--- config.mk ---
export PLATFORM = sky130hd
export DESIGN_NAME = fft_peak_finder
export DESIGN_NICKNAME = d
export VERILOG_FILES = /design/src/rtl/fft_pkg.sv /design/src/rtl/fft_peak_finder_track.sv /design/src/rtl/fft_peak_finder.sv
export SDC_FILE = /design/constraint.sdc
export NUM_CORES = 1
export LEC_CHECK = 0
export CORE_MARGIN = 3
export CORE_UTILIZATION = 60
export DETAILED_ROUTE_END_ITERATION = 12
export DONT_BUFFER_PORTS = 1
export PLACE_DENSITY_LB_ADDON = 0.12
export SYNTH_ARGS = -nofsm -noshare
export SYNTH_HDL_FRONTEND = slang
export SYNTH_SLANG_ARGS = --single-unit
--- constraint.sdc ---
create_clock -name clk -period 4.1 [get_ports clk]
set_input_delay 0.82 -clock clk [delete_from_list [all_inputs] [get_ports clk]]
set_output_delay 0.82 -clock clk [all_outputs]
set_load 0.01 [all_outputs]
--- src/rtl/fft_pkg.sv ---
// Shared types and default widths for the FFT histogram reader blocks.
package fft_pkg;

  localparam int FFT_ADDR_W = 11;
  localparam int FFT_DATA_W = 16;

  typedef enum logic [1:0] {IDLE, READ, DRAIN, DONE} state_t;

  typedef struct packed {
    logic [FFT_ADDR_W-1:0] bin;
    logic [FFT_DATA_W-1:0] mag;
  } peak_t;

endpackage

--- src/rtl/fft_peak_finder_track.sv ---
// Registered running-maximum tracker fed by the aligned bin/magnitude stream.
// Optional FFT_PEAK_SECOND_EN adds a runner-up kept outside +/-2 bins of the maximum.
module peak_track
  import fft_pkg::*;
#(
  parameter int ADDR_W = FFT_ADDR_W,
  parameter int DATA_W = FFT_DATA_W,
  parameter int LO_BIN = 1
) (
  input  logic              clk,
  input  logic              clear,
  input  logic              enable,
  input  logic [ADDR_W-1:0] in_bin,
  input  logic [DATA_W-1:0] in_mag,
  output logic [ADDR_W-1:0] top_bin_nxt,
  output logic [DATA_W-1:0] top_mag_nxt
`ifdef FFT_PEAK_SECOND_EN
  ,
  output logic [ADDR_W-1:0] sec_bin_nxt,
  output logic [DATA_W-1:0] sec_mag_nxt
`endif
);

  localparam logic [ADDR_W-1:0] LO    = ADDR_W'(LO_BIN);
  localparam logic [ADDR_W-1:0] GUARD = ADDR_W'(2);

  logic [ADDR_W-1:0] top_bin_p1;
  logic [DATA_W-1:0] top_mag_p1;
`ifdef FFT_PEAK_SECOND_EN
  logic [ADDR_W-1:0] sec_bin_p1;
  logic [DATA_W-1:0] sec_mag_p1;
`endif

  // Bins arrive in ascending order, so in_bin - top_bin is never negative.
  always_comb begin
    top_bin_nxt = top_bin_p1;
    top_mag_nxt = top_mag_p1;
`ifdef FFT_PEAK_SECOND_EN
    sec_bin_nxt = sec_bin_p1;
    sec_mag_nxt = sec_mag_p1;
`endif
    if (enable) begin
      if (in_mag > top_mag_p1) begin
        top_bin_nxt = in_bin;
        top_mag_nxt = in_mag;
`ifdef FFT_PEAK_SECOND_EN
        if ((in_bin - top_bin_p1) > GUARD) begin
          sec_bin_nxt = top_bin_p1;
          sec_mag_nxt = top_mag_p1;
        end else if ((in_bin - sec_bin_p1) <= GUARD) begin
          sec_bin_nxt = LO;
          sec_mag_nxt = '0;
        end
`endif
      end
`ifdef FFT_PEAK_SECOND_EN
      else if (((in_bin - top_bin_p1) > GUARD) && (in_mag > sec_mag_p1)) begin
        sec_bin_nxt = in_bin;
        sec_mag_nxt = in_mag;
      end
`endif
    end
  end

  // Compare stage register
  always_ff @(posedge clk) begin
    if (clear) begin
      top_bin_p1 <= LO;
      top_mag_p1 <= '0;
`ifdef FFT_PEAK_SECOND_EN
      sec_bin_p1 <= LO;
      sec_mag_p1 <= '0;
`endif
    end else begin
      top_bin_p1 <= top_bin_nxt;
      top_mag_p1 <= top_mag_nxt;
`ifdef FFT_PEAK_SECOND_EN
      sec_bin_p1 <= sec_bin_nxt;
      sec_mag_p1 <= sec_mag_nxt;
`endif
    end
  end

endmodule

--- src/rtl/fft_peak_finder.sv ---
// Scans a bin window of the FFT histogram BRAM after each frame and publishes the peak bin.
// FFT_PEAK_SECOND_EN adds second_bin/second_mag (runner-up outside +/-2 bins of the peak).
module fft_peak_finder
  import fft_pkg::*;
#(
  parameter int ADDR_W = FFT_ADDR_W,
  parameter int DATA_W = FFT_DATA_W,
  parameter int LO_BIN = 1,
  parameter int HI_BIN = 1023,
  parameter int RD_LAT = 1
) (
  input  logic              clk,
  input  logic              reset_n,
  input  logic              frame_done,
  input  logic [DATA_W-1:0] threshold,
  output logic [ADDR_W-1:0] raddr,
  input  logic [DATA_W-1:0] rdata,
  output logic              busy,
  output logic              peak_valid,
  output logic [ADDR_W-1:0] peak_bin,
  output logic [DATA_W-1:0] peak_mag,
  output logic              note_present,
  output logic              overrun
`ifdef FFT_PEAK_SECOND_EN
  ,
  output logic [ADDR_W-1:0] second_bin,
  output logic [DATA_W-1:0] second_mag
`endif
);

  localparam logic [ADDR_W-1:0] LO = ADDR_W'(LO_BIN);
  localparam logic [ADDR_W-1:0] HI = ADDR_W'(HI_BIN);

  state_t            state, state_nxt;
  logic              pending;
  logic              start;
  logic              publish;
  logic [1:0]        drain_cnt;
  logic [DATA_W-1:0] thr_lat;
  logic [RD_LAT-1:0] vld_p;
  logic [ADDR_W-1:0] bin_p [RD_LAT];
  logic [ADDR_W-1:0] top_bin_nxt;
  logic [DATA_W-1:0] top_mag_nxt;
`ifdef FFT_PEAK_SECOND_EN
  logic [ADDR_W-1:0] sec_bin_nxt;
  logic [DATA_W-1:0] sec_mag_nxt;
`endif

  assign start      = (state == IDLE) && (frame_done || pending);
  assign publish    = (state == DRAIN) && (drain_cnt == 2'(RD_LAT - 1));
  assign busy       = (state != IDLE);
  assign peak_valid = (state == DONE);

  always_ff @(posedge clk or negedge reset_n) begin
    if (!reset_n) state <= IDLE;
    else          state <= state_nxt;
  end

  always_comb begin
    state_nxt = state;
    case (state)
      IDLE:    if (frame_done || pending) state_nxt = READ;
      READ:    if (raddr == HI) state_nxt = DRAIN;
      DRAIN:   if (publish) state_nxt = DONE;
      DONE:    state_nxt = IDLE;
      default: state_nxt = IDLE;
    endcase
  end

  // Address counter, request queue and read-tag valid pipeline
  always_ff @(posedge clk or negedge reset_n) begin
    if (!reset_n) begin
      raddr     <= LO;
      pending   <= 1'b0;
      overrun   <= 1'b0;
      drain_cnt <= '0;
      vld_p     <= '0;
    end else begin
      if (state == READ) begin
        if (raddr != HI) raddr <= raddr + ADDR_W'(1);
      end else begin
        raddr <= LO;
      end
      drain_cnt <= (state == DRAIN) ? drain_cnt + 2'd1 : 2'd0;
      // A pulse coinciding with the start of a queued scan becomes the next request.
      if (state == IDLE) begin
        pending <= pending & frame_done;
      end else if (frame_done) begin
        if (pending) overrun <= 1'b1;
        else         pending <= 1'b1;
      end
      vld_p[0] <= (state == READ);
      for (int i = 1; i < RD_LAT; i++) vld_p[i] <= vld_p[i-1];
    end
  end

  // Address tag travels alongside the BRAM read latency
  always_ff @(posedge clk) begin
    bin_p[0] <= raddr;
    for (int i = 1; i < RD_LAT; i++) bin_p[i] <= bin_p[i-1];
    if (start) thr_lat <= threshold;
  end

  peak_track #(
    .ADDR_W (ADDR_W),
    .DATA_W (DATA_W),
    .LO_BIN (LO_BIN)
  ) u_track (
    .clk         (clk),
    .clear       (start),
    .enable      (vld_p[RD_LAT-1]),
    .in_bin      (bin_p[RD_LAT-1]),
    .in_mag      (rdata),
    .top_bin_nxt (top_bin_nxt),
    .top_mag_nxt (top_mag_nxt)
`ifdef FFT_PEAK_SECOND_EN
    ,
    .sec_bin_nxt (sec_bin_nxt),
    .sec_mag_nxt (sec_mag_nxt)
`endif
  );

  // Result stage: loaded from the final compare so it is current during DONE
  always_ff @(posedge clk or negedge reset_n) begin
    if (!reset_n) begin
      peak_bin     <= '0;
      peak_mag     <= '0;
      note_present <= 1'b0;
`ifdef FFT_PEAK_SECOND_EN
      second_bin   <= '0;
      second_mag   <= '0;
`endif
    end else if (publish) begin
      peak_bin     <= top_bin_nxt;
      peak_mag     <= top_mag_nxt;
      note_present <= (top_mag_nxt >= thr_lat);
`ifdef FFT_PEAK_SECOND_EN
      second_bin   <= sec_bin_nxt;
      second_mag   <= sec_mag_nxt;
`endif
    end
  end

endmodule

# Word level (Yosys, flattened, before mapping)
# Memories as Yosys holds them, arrays and structs flattened.
# Cells that the tools add are included.
[totals]
out_inout_bits = 42
in_bits = 35
n_memories = 1
wordCells = 50
ram_bits = 11
ff_bits = 89
[memory_table]
columns = ["memory", "words", "word_bits", "read_ports", "rd_clocked_by_memory_dff", "wr", "line", "source"]
rows = [
  ["bin_p", 1, 11, 1, 0, 1, "fft_peak_finder.sv:41", "logic [ADDR_W-1:0] bin_p [RD_LAT];"],
]
[op_classes]
order_cmp = 2
n_bitwise = 2
addsub = 2
n_eq_ne = 9
n_reduce_logical = 9
muxes = 13
[ops]
columns = ["cell", "n"]
rows = [
  ["$mux 11", 4],
  ["$mux 16", 2],
  ["$ge 16x16->1", 1],
  ["$gt 16x16->1", 1],
  ["$add 11x1->11 const B", 1],
  ["$eq 11x10->1 const B", 1],
  ["$ne 11x10->1 const B", 1],
  ["$mux 2", 4],
  ["$pmux 2 s4", 1],
  ["$reduce_and 3->1", 2],
  ["$eq 2x2->1 const B", 2],
  ["$logic_not 2->1", 2],
  ["$ne 2x1->1 const B", 2],
  ["$ne 2x2->1 const B", 2],
  ["$reduce_bool 2->1", 2],
  ["$add 2x1->2 const B", 1],
  ["$eq 2x1->1 const B", 1],
  ["$logic_and 1x1->1", 2],
  ["$mux 1", 2],
  ["$and 1x1->1", 1],
  ["$logic_or 1x1->1", 1],
  ["$not 1->1", 1],
]

# Longest topological paths before layout
[logic_depth]
depth_word = 4
ltp_mapped = 15
ltp_nobuf = 14

# Cells and area by module
# From an unflattened synthesis, not the netlist that was laid out.
[hier_totals]
hier_cells = 519
area_unflattened_um2 = 5300.1
[by_module_without_submodules]
columns = ["mod", "n_inst", "area_each_um2", "cells_per_inst", "seq_area_each_um2"]
rows = [
  ["fft_peak_finder", 1, 3026.7, 231, 1853.0],
  ["peak_track", 1, 2273.4, 288, 540.5],
]

# Worst setup path after synthesis
# No wires, ideal clock.
[synth_timing]
path_kind = "input -> register"
from = "input port rdata[15]"
to = "register note_present"
arrival_ps = 3508
path_buffers = 1
path_slack_ps = 515
setup_ps = 77
cell_stages = 12
t_required_ps = 4023
path_cell_list = "ha_1 -> nand4_4 -> a2111o_1 -> a31oi_4 -> buf_6 -> mux2_4 -> ha_1 -> a211oi_1 -> o21ai_0 -> o2111ai_1 -> a2111o_1 -> a21oi_1"
[synth_between]
elab_chain_len = 4
[synth_rtl]
columns = ["item", "line", "source"]
rows = [
  ["from (decl)", "fft_peak_finder.sv:17", "input logic [DATA_W-1:0] rdata,"],
  ["$gt 16x16->1", "fft_peak_finder_track.sv:43", "if (in_mag > top_mag_p1) begin"],
  ["$mux 16", "fft_peak_finder_track.sv:43", ""],
  ["$mux 16", "fft_peak_finder_track.sv:42", "if (enable) begin"],
  ["named net top_mag_nxt[1]", "fft_peak_finder.sv:43", "logic [DATA_W-1:0] top_mag_nxt;"],
  ["$ge 16x16->1", "fft_peak_finder.sv:136", "note_present <= (top_mag_nxt >= thr_lat);"],
  ["to (signal assigned)", "fft_peak_finder.sv:136", ""],
  ["to (decl)", "fft_peak_finder.sv:22", "output logic note_present,"],
]
# The timed path passes the listed nets, and every way through them passes these cells.
# A chain may end at the register's enable or synchronous reset.

# Final worst setup path
[layout_timing]
from = "input port rdata[11]"
to = "register note_present"
# Same word-level chain as after synthesis.

==> flow_summary.json <==
{
  "drt_wl_total_um": 8940,
  "synth_area_leaders": "dfrtp_1 (24%), dfxtp_1 (16%), edfxtp_1 (10%)",
  "min_path_type": "in -> async",
  "netlist_area_mm2": 0.00468,
  "port_buffers": 0,
  "numCtsBuffers": 9,
  "finalClockSkew_ns": 0.00910,
  "gp_congestion": 0.847,
  "timing.critical_path.to_type": "flip-flop",
  "finalCritPeriodShare": 0.840,
  "period_needed_ns": 3.44,
  "area_delta_synth_final_pct": 5.74,
  "yosys-top-cells-count": "dfrtp_1 (45), and2_1 (43), inv_1 (40)",
  "ys.flop_type": "dfrtp_1",
  "post-cts-setup-buffers": 0,
  "clockBufferDepth": 2,
  "fp.coreArea_mm2": 0.00741,
  "finalSetupViolCount": 0,
  "mappedNetlistNets": 487,
  "vias": 3030,
  "power.density_mw_per_mm2": 539,
  "fin_total_pwr_w": 0.00267,
  "root_buffer": "clkbuf_8",
  "synth_most_common_cell": "dfrtp_1",
  "pin_count": 77,
  "yosys_warnings": 0,
  "layout-drive-gt1-share": 0.128,
  "dieArea_mm2": 0.00890,
  "timing.hold.ws_ns": 0.139,
  "final_hold_viol_count": 0,
  "drtAntennaViolNets": 0,
  "vdd_drop_max_uv": 234,
  "path_clk_slew_ns": 0.10,
  "synth_top_area_frac": 0.240,
  "grt_pass1_wl_um": 14500,
  "tightest_slew_ns": 0.717,
  "fin_setup_tns_ns": 0,
  "rsz0062_at_grt": "no",
  "cap_viol_max_count": 0,
  "required_ns": 4.38,
  "num_rows": 31,
  "grt_use_total": 0.211,
  "status": "completed",
  "leakage_nw": 2.26,
  "synth.avg_cell_area_um2": 11.3,
  "htree_levels": 3,
  "floorplan.die.width_um": 94.4,
  "final_nets": 489,
  "cp-start-kind": "input pin",
  "yosysUniqueCellTypes": 47,
  "finalNonFillerCells": 521,
  "cts_tree": "built",
  "cp_data_arrival_time_ns": 3.72,
  "stdcell_area_mm2": 0.00495,
  "synth_edf_count": 16,
  "avgViaCountPerCell": 5.82,
  "yosysTopAreaCell": "dfrtp_1",
  "async_reset_ff_frac": 0.460,
  "ys_ff_latch": 100,
  "yosysSeqAreaShare": 0.511,
  "fp.dieH_um": 94.4,
  "grt_max_degree": 47,
  "cp_max_fo": 8,
  "initial_core_util": 0.632,
  "hold_buffers": 0,
  "synthCells": 414,
  "max_freq_mhz": 290,
  "grt_pass1_vias": 2972,
  "drcViolationCount": 0,
  "grt-ovfl-total": 0,
  "drt_first_pass_iters": 4,
  "drv_slew": 0,
  "wire_per_inst_um": 17.1,
  "max-slew-margin-rel": 0.521,
  "post-place-cells": 504,
  "clock-sinks": 100,
  "clock_latency_ns": 0.36,
  "placed_cell_area_mm2": 0.00475,
  "post_cts_resized": 0,
  "dr.first_iter.drc_count": 116,
  "critical_path_class": "in -> reg",
  "fillerInstances": 570,
  "antenna_found_initial": 0,
  "hpwl_um": 6370
}
-- report_power, final --
group	internal, W	switching, W
registers	0.00112	0.0000771
clock network	0.000267	0.000355
logic	0.000425	0.000429
-- through the flow --
stage | utilization | worst slack (ns)
after CTS | 0.668 | 0.643
after global routing | 0.668 | 0.400
final | 0.668 | 0.657
after detailed placement | 0.641 | 0.259
after global placement | 0.641 | 0.375
after floorplan | - | 0.515
-- cell families (layout without fill, tap and decap cells) --
family	count (synthesis)	count (layout)	share of synthesized area
other	0	1	0
buffers and inverters	56	63	0.0553
xor gates and xnor gates	5	5	0.00935
DFF	100	100	0.511
muxes	18	18	0.0473
AOI/OAI and AO/OA	79	79	0.130
and+or+nand+nor	118	118	0.145
adders and majority gates	38	38	0.102
-- final timing paths --
kind,start,endpoint,slack [ns],depth (start not counted)
max,rdata[11],note_present$_DFFE_PN0P_,0.66,12
min,reset_n,peak_mag[3]$_DFFE_PN0P_,0.14,0
max reg2reg,u_track.top_mag_p1[14]$_SDFF_PP0_,note_present$_DFFE_PN0P_,0.69,13
min reg2reg,drain_cnt[0]$_DFF_PN0_,drain_cnt[0]$_DFF_PN0_,0.43,1
max in group asynchronous,reset_n,raddr[0]$_DFFE_PN1P_,3.77,0
min in group clk,drain_cnt[0]$_DFF_PN0_,drain_cnt[0]$_DFF_PN0_,0.43,1
-- sequential cells by signal, summed over array words and instances, names as in the netlist --
register / flops
thr_lat: 16
pending: 1
note_present: 1
u_track.top_bin_p1: 11
raddr: 11
u_track.top_mag_p1: 16
overrun: 1
peak_bin: 11
peak_mag: 16
state: 2
drain_cnt: 2
vld_p: 1
bin_p: 11
-- metal layers --
layer / wire length (um) / vias up / track usage
li1: - / 1476 / -
met1: 3900 / 1484 / 0.271
met2: 4430 / 60 / 0.342
met3: 471 / 10 / 0.0478
met4: 138 / 0 / 0.0939
met5: 0 / - / 0
-- critical path, cell delays in order --
cell and delay (ns):
ha_1 0.31, nand4_1 0.21, a2111o_1 0.44, a31oi_4 0.18, buf_4 0.23, mux2_4 0.33
ha_1 0.27, a211oi_1 0.06, o21ai_0 0.18, o2111ai_1 0.16, a2111o_1 0.38, a21oi_1 0.15
-- layout make-up --
| cell class | count | area [um2] | share of cell area |
|---|---|---|---|
| antenna | 1 | 2.50 | 0.000505 |
| clock buffer | 10 | 149 | 0.0301 |
| clock inverter | 6 | 50.0 | 0.0101 |
| inverter | 41 | 154 | 0.0311 |
| multi-input combinational | 258 | 2030 | 0.411 |
| sequential | 100 | 2390 | 0.483 |
| tap | 99 | 124 | 0.0250 |
| timing repair buffer | 6 | 45.0 | 0.00910 |
-- cells in the final DEF, fill, tap and decap left out, drive strengths merged, types with 16 or more instances in the layout --
cell type / count
ha: 38
a221o: 27
nand3: 16
and2: 43
dfrtp: 45
o21ai: 22
dfxtp: 38
edfxtp: 16
a21oi: 16
nand2: 22
inv: 44
Power figures use the tool's default switching activity.
